File: config.mk
export PLATFORM = sky130hd
export DESIGN_NAME = truth_table_sweeper_flat
export DESIGN_NICKNAME = d
export VERILOG_FILES = /design/src/rtl/truth_table_sweeper_pkg.sv /design/src/rtl/truth_table_sweeper_if.sv /design/src/rtl/truth_table_sweeper_bit_sync.sv /design/src/rtl/truth_table_sweeper.sv /design/src/flat_wrapper.sv
export SDC_FILE = /design/constraint.sdc
export NUM_CORES = 1
export LEC_CHECK = 0
export ABC_AREA = 1
export BUFFER_PORTS_ARGS = -buffer_cell sky130_fd_sc_hd__buf_2
export CORE_MARGIN = 2
export CORE_UTILIZATION = 40
export CTS_CLUSTER_DIAMETER = 60
export DETAILED_ROUTE_END_ITERATION = 16
export PLACE_DENSITY = 0.57
export SYNTH_ARGS = -nofsm -noshare
export SYNTH_HDL_FRONTEND = slang
export SYNTH_SLANG_ARGS = --single-unit
File: constraint.sdc
create_clock -name clk -period 2.32 [get_ports clk]
set_input_delay 0 -clock clk [delete_from_list [all_inputs] [get_ports clk]]
set_output_delay 0 -clock clk [all_outputs]
set_load 0.02 [all_outputs]
File: src/rtl/truth_table_sweeper_pkg.sv
// Shared types and width helpers for the truth-table sweeper.
// Both the FSM module and its bus interface derive their widths from these definitions.
package tt_pkg;

  typedef enum logic [1:0] {
    IDLE,
    DRIVE,
    SAMPLE,
    FINISH
  } tt_state_e;

  function automatic int tt_width(input int n_in);
    return 1 << n_in;
  endfunction

  localparam int DEF_N_IN = 3;
  localparam int DEF_TT_W = tt_width(DEF_N_IN);

endpackage

File: src/rtl/truth_table_sweeper_if.sv
// Bus between test control / circuit under characterisation (master) and the sweeper (slave).
// The width parameter must match the N_IN of the attached sweeper.
interface truth_table_sweeper_if
  import tt_pkg::*;
#(
  parameter int N_IN = DEF_N_IN
) ();

  localparam int TT_W = tt_width(N_IN);

  logic            start;
  logic            abort;
  logic [TT_W-1:0] expected_tt;
  logic [N_IN-1:0] dut_vec;
  logic            dut_out;
  logic            busy;
  logic            done;
  logic [TT_W-1:0] tt_out;
  logic            match;

  modport master (
    output start, abort, expected_tt, dut_out,
    input  dut_vec, busy, done, tt_out, match
  );

  modport slave (
    input  start, abort, expected_tt, dut_out,
    output dut_vec, busy, done, tt_out, match
  );

endinterface

File: src/rtl/truth_table_sweeper_bit_sync.sv
// Multi-flop synchroniser bringing the asynchronous circuit output into the clk domain.
module bit_sync #(
  parameter int STAGES = 2
) (
  input  logic clk,
  input  logic rst_n,
  input  logic d,
  output logic q
);

  logic [STAGES-1:0] sync_q;
  logic [STAGES-1:0] sync_d;

  always_comb sync_d[0] = d;

  generate
    for (genvar gi = 1; gi < STAGES; gi++) begin : g_chain
      always_comb sync_d[gi] = sync_q[gi-1];
    end
  endgenerate

  always_ff @(posedge clk or negedge rst_n) begin
    if (!rst_n) sync_q <= '0;
    else        sync_q <= sync_d;
  end

  assign q = sync_q[STAGES-1];

endmodule

File: src/rtl/truth_table_sweeper.sv
// Drives every input vector of a combinational circuit, samples its synchronised
// output after a settle window and rebuilds the truth-table ID, optionally matching it.
module truth_table_sweeper
  import tt_pkg::*;
#(
  parameter int N_IN          = DEF_N_IN,
  parameter int SETTLE_CYCLES = 4,
  parameter int SYNC_STAGES   = 2
) (
  input logic                  clk,
  input logic                  rst_n,
  truth_table_sweeper_if.slave bus
);

  localparam int TT_W    = tt_width(N_IN);
  localparam int CNT_MAX = SETTLE_CYCLES + SYNC_STAGES - 1;
  localparam int CNT_W   = $clog2(CNT_MAX + 1);

  localparam logic [CNT_W-1:0] CNT_LAST = CNT_W'(CNT_MAX);
  localparam logic [N_IN:0]    VEC_LAST = (N_IN + 1)'(TT_W - 1);

  tt_state_e       state_q,  state_d;
  logic [N_IN:0]   vec_q,    vec_d;
  logic [CNT_W-1:0] cnt_q,   cnt_d;
  logic [TT_W-1:0] shadow_q, shadow_d;
  logic [TT_W-1:0] exp_q,    exp_d;
  logic [TT_W-1:0] tt_q,     tt_d;
  logic            match_q,  match_d;
  logic            done_q,   done_d;
  logic            out_sync;

  bit_sync #(
    .STAGES (SYNC_STAGES)
  ) u_sync (
    .clk   (clk),
    .rst_n (rst_n),
    .d     (bus.dut_out),
    .q     (out_sync)
  );

  always_comb begin
    state_d  = state_q;
    vec_d    = vec_q;
    cnt_d    = cnt_q;
    shadow_d = shadow_q;
    exp_d    = exp_q;
    tt_d     = tt_q;
    match_d  = match_q;
    done_d   = 1'b0;

    unique case (state_q)
      IDLE: begin
        if (bus.start) begin
          exp_d    = bus.expected_tt;
          shadow_d = '0;
          vec_d    = '0;
          cnt_d    = '0;
          state_d  = DRIVE;
        end
      end
      DRIVE: begin
        if (cnt_q == CNT_LAST) state_d = SAMPLE;
        else                   cnt_d   = cnt_q + 1'b1;
      end
      SAMPLE: begin
        shadow_d[vec_q[N_IN-1:0]] = out_sync;
        if (vec_q == VEC_LAST) begin
          state_d = FINISH;
        end else begin
          vec_d   = vec_q + 1'b1;
          cnt_d   = '0;
          state_d = DRIVE;
        end
      end
      FINISH: begin
        tt_d    = shadow_q;
        match_d = (shadow_q == exp_q);
        done_d  = 1'b1;
        vec_d   = '0;
        state_d = IDLE;
      end
      default: state_d = IDLE;
    endcase

    // Abort overrides everything outside IDLE, including a pending FINISH result.
    if (bus.abort && (state_q != IDLE)) begin
      state_d = IDLE;
      vec_d   = '0;
      cnt_d   = '0;
      tt_d    = tt_q;
      match_d = match_q;
      done_d  = 1'b0;
    end
  end

  always_ff @(posedge clk or negedge rst_n) begin
    if (!rst_n) begin
      state_q  <= IDLE;
      vec_q    <= '0;
      cnt_q    <= '0;
      shadow_q <= '0;
      exp_q    <= '0;
      tt_q     <= '0;
      match_q  <= 1'b0;
      done_q   <= 1'b0;
    end else begin
      state_q  <= state_d;
      vec_q    <= vec_d;
      cnt_q    <= cnt_d;
      shadow_q <= shadow_d;
      exp_q    <= exp_d;
      tt_q     <= tt_d;
      match_q  <= match_d;
      done_q   <= done_d;
    end
  end

  assign bus.dut_vec = vec_q[N_IN-1:0];
  assign bus.busy    = (state_q != IDLE);
  assign bus.done    = done_q;
  assign bus.tt_out  = tt_q;
  assign bus.match   = match_q;

endmodule
File: src/flat_wrapper.sv
// flat-port wrapper written by rule: the top's interface ports become plain ports
module truth_table_sweeper_flat import tt_pkg::*;
#(
  parameter int N_IN          = DEF_N_IN,
  parameter int SETTLE_CYCLES = 4,
  parameter int SYNC_STAGES   = 2
)
  (clk, rst_n, bus_start, bus_abort, bus_expected_tt, bus_dut_out, bus_dut_vec, bus_busy, bus_done, bus_tt_out, bus_match);
  truth_table_sweeper_if #(.N_IN(N_IN)) bus_i ();
  input logic clk;
  input logic rst_n;
  input wire logic [$bits(bus_i.start)-1:0] bus_start;
  input wire logic [$bits(bus_i.abort)-1:0] bus_abort;
  input wire logic [$bits(bus_i.expected_tt)-1:0] bus_expected_tt;
  input wire logic [$bits(bus_i.dut_out)-1:0] bus_dut_out;
  output wire logic [$bits(bus_i.dut_vec)-1:0] bus_dut_vec;
  output wire logic [$bits(bus_i.busy)-1:0] bus_busy;
  output wire logic [$bits(bus_i.done)-1:0] bus_done;
  output wire logic [$bits(bus_i.tt_out)-1:0] bus_tt_out;
  output wire logic [$bits(bus_i.match)-1:0] bus_match;
  assign bus_i.start = bus_start;
  assign bus_i.abort = bus_abort;
  assign bus_i.expected_tt = bus_expected_tt;
  assign bus_i.dut_out = bus_dut_out;
  assign bus_dut_vec = bus_i.dut_vec;
  assign bus_busy = bus_i.busy;
  assign bus_done = bus_i.done;
  assign bus_tt_out = bus_i.tt_out;
  assign bus_match = bus_i.match;
  truth_table_sweeper #(.N_IN(N_IN), .SETTLE_CYCLES(SETTLE_CYCLES), .SYNC_STAGES(SYNC_STAGES)) u_core (.clk(clk), .rst_n(rst_n), .bus(bus_i));
endmodule
==> run_results.csv <==
group,metric,value,unit
run_status,status,"finished clean",
route,drt_iter0_drc,55,
yosys,synth_top_family_by_area,"simple AND/OR/NAND/NOR gates",
timing,final-hold-violation-count,0,
floorplanning,dieArea,5610,µm²
worst_setup_path,crit_type,"register to register",
timing,relSlewSlack,0.457,
layout,antenna_cells,0,
layout,final_util,0.492,
worst_setup_path,cp_data_arrival_time,1.82,ns
yosys,synth_area_per_cell,8.41,µm²
timing,rsz0062_at_grt,"false",
layout,fillCellCount,477,
yosys,synth-compound-area-share,0.0691,
clocking,cts_buffers,5,
route,drt_wl_total,3830,µm
clocking,postCtsSetupRepairBufs,0,
layout,drive_gt1_frac,0.228,
yosys,ys_seq_elements,37,
worst_setup_path,path_delay_family,"simple AND/OR/NAND/NOR gates",
worst_hold_path,min_path_type,"input port to register",
grt,grt_pass1_wl,6590,µm
clocking,cts_resized,0,
worst_setup_path,path_buf_inv,1,
power,power_density,992,nW/µm²
placed_design,dpl.hpwl,2870,µm
grt,grt_pass1_vias,1457,
timing,min_period,1.59,ns
yosys,syn_area,2010,µm²
worst_setup_path,crit_chain,"inv_1 -> ha_1 -> nor2_4 -> nor2_4 -> nand2_1 -> nor2_1 -> nand3_1 -> nand2_1",
yosys,yosysWarnings,0,
worst_setup_path,critPathMaxFanout,7,
floorplanning,rows,25,
placed_design,place.port_buffers,26,
route,vias,1559,
layout,seqCellArea,926,µm²
worst_setup_path,critPathLaunchType,"register",
yosys,synth_xor_area_frac,0.0305,
timing,slew_violations,0,
timing,fin_skew,0.00349,ns
clocking,htree_levels,2,
yosys,ys_seq_area_frac,0.460,
route,dr.pass1.iters,4,
timing,fmax,627,MHz
placed_design,placed_cell_area,2170,µm²
route,ant_nets,0,
power,finalPower,2.34,mW
yosys,synth.area.mux_share,0.0336,
clocking,clk_path_buf_depth,2,
route,routedWlPerCell,11.2,µm
clocking,hold_buffers,10,
yosys,synth_nets,261,
clocking,cts_num_sinks,37,
grt,grtUsageTotal,0.155,
worst_setup_path,worstPathRequired,2.55,ns
floorplanning,fp.dieH,74.9,µm
yosys,synthSimpleGateAreaFrac,0.268,
clocking,cts_root_buf,"clkbuf_8",
floorplanning,io_pins,27,
floorplanning,die-width,74.9,µm
clocking,clk_pin_slew,0.07,ns
grt,grt_antenna_before_repair,0,
route,vias_per_cell,4.55,
placed_design,place_congestion,0.796,
worst_setup_path,critPathCaptureType,"register",
clocking,clk_latency,0.28,ns
layout,areaGrowthSynthToFinish,17.2,%
floorplanning,core,4790,µm²
floorplanning,start_util,0.420,
timing,worstMarginPinSlew,0.814,ns
job,cap_violations,0,
timing,setup_violations,0,
route,drc_errors,0,
timing,finalCritPeriodShare,0.687,
yosys,postSynthCellCount,239,
worst_setup_path,cpMaxStageDelayCell,"dfrtp_1",
yosys,synth.distinct_cells,26,
worst_setup_path,slowest_delay,0.42,ns
clocking,cts_tree,"yes",
layout,design_area,2360,µm²
layout,fin_nets,297,
grt,overflow,0,
yosys,synthAdderAreaFrac,0.0560,
power,p_leak,1.25,nW
layout,multi_input_area,918,µm²
timing,setup_tns,0,ns
grt,grt_max_degree,38,
power,vdd_drop_max,400,µV
[where the power goes]
| group | switching [mW] | internal, mW | total, mW |
|---|---|---|---|
| sequential | 0.119 | 0.791 | 0.911 |
| combinational | 0.618 | 0.384 | 1.00 |
| clock | 0.218 | 0.208 | 0.426 |
| total | 0.955 | 1.38 | 2.34 |
[metal layers]
metal  global-route usage  routed length [µm]  up-vias
li1                     -                   -      811
met1                0.202                1800      719
met2                0.252                1890       25
met5                    0                   0        -
met4               0.0476                  36        0
met3               0.0402                 103        4
[layout by cell type (no fill, tap or decap), types with 9 or more instances in the layout]
cell and n:
nand2_1 76, o21ai_0 10, ha_1 9, dlygate4sd3_1 10, inv_1 24, nor2_1 14, buf_2 26, nand3_1 11
dfrtp_1 37
[stage by stage]
stage / std cells / worst slack, ns / hold slack (ns)
detailed placement: 325 / 0.701 / 0.110
global placement: 325 / 0.718 / 0.109
finish: 343 / 0.726 / 0.137
CTS: 343 / 0.687 / 0.134
global route: 343 / 0.503 / 0.179
floorplan: 239 / 0.851 / -0.296
[worst min-delay path, cell delays in order]
cell and delay, ns:
buf_2 0.14, nand2_1 0.10, nand2_1 0.08, o21ai_1 0.06
[synth_stat cells]
cell type | number | area, µm²
a21oi_1 | 5 | 25.0
and3b_1 | 1 | 8.76
buf_2 | 2 | 10.0
buf_4 | 4 | 30.0
buf_6 | 1 | 11.3
dfrtp_1 | 37 | 926
ha_1 | 9 | 113
inv_1 | 24 | 90.1
inv_2 | 5 | 18.8
inv_4 | 1 | 6.26
mux2_2 | 6 | 67.6
nand2_1 | 76 | 285
nand2_2 | 6 | 37.5
nand2_4 | 1 | 11.3
nand3_1 | 11 | 55.1
nand3_2 | 1 | 10.0
nand3_4 | 1 | 17.5
nor2_1 | 14 | 52.6
nor2_2 | 1 | 6.26
nor2_4 | 3 | 33.8
nor3_1 | 4 | 20.0
o21ai_0 | 10 | 50.1
o21ai_1 | 4 | 20.0
o21ai_2 | 5 | 43.8
xnor2_1 | 4 | 35.0
xor2_1 | 3 | 26.3
[path summary, 6_finish.rpt]
| kind | start | to | slack (ns) | cells after the start |
|---|---|---|---|---|
| max reg2reg | u_core.state_q[0] | u_core.bus.match | 0.73 | 8 |
| max in group asynchronous | rst_n | u_core.exp_q[4] | 1.45 | 2 |
| min | bus_abort | u_core.state_q[1] | 0.14 | 4 |
| min in group asynchronous | rst_n | u_core.bus.tt_out[1] | 0.35 | 2 |
| max | u_core.state_q[0] | u_core.bus.match | 0.73 | 8 |
| min reg2reg | u_core.u_sync.sync_q[0] | u_core.u_sync.sync_q[1] | 0.36 | 0 |
[sequential cells by signal, indices dropped and copies added, names as in the netlist]
| register | flops |
|---|---|
| u_core.bus.match | 1 |
| u_core.cnt_q | 3 |
| u_core.state_q | 2 |
| u_core.u_sync.sync_q | 2 |
| u_core.shadow_q | 8 |
| u_core.bus.tt_out | 8 |
| u_core.exp_q | 8 |
| u_core.vec_q | 4 |
| u_core.bus.done | 1 |
[logic make-up (layout without fill, tap and decap cells)]
kind of cell	Yosys count	count (layout)
AO/OA/AOI/OAI	24	24
XOR/XNOR	7	7
adder cells (fa/ha/maj)	9	9
buffers and inverters	37	74
flip-flops	37	37
multiplexers	6	6
AND/OR/NAND/NOR	119	119
[cell type report]
class | count | area share
Clock buffer | 6 | 0.0308
Clock inverter | 2 | 0.00425
Inverter | 30 | 0.0489
Multi-Input combinational cell | 165 | 0.390
Sequential cell | 37 | 0.393
Tap cell | 67 | 0.0356
Timing Repair Buffer | 36 | 0.0977
Note: power is estimated with default switching activity, not from simulation.
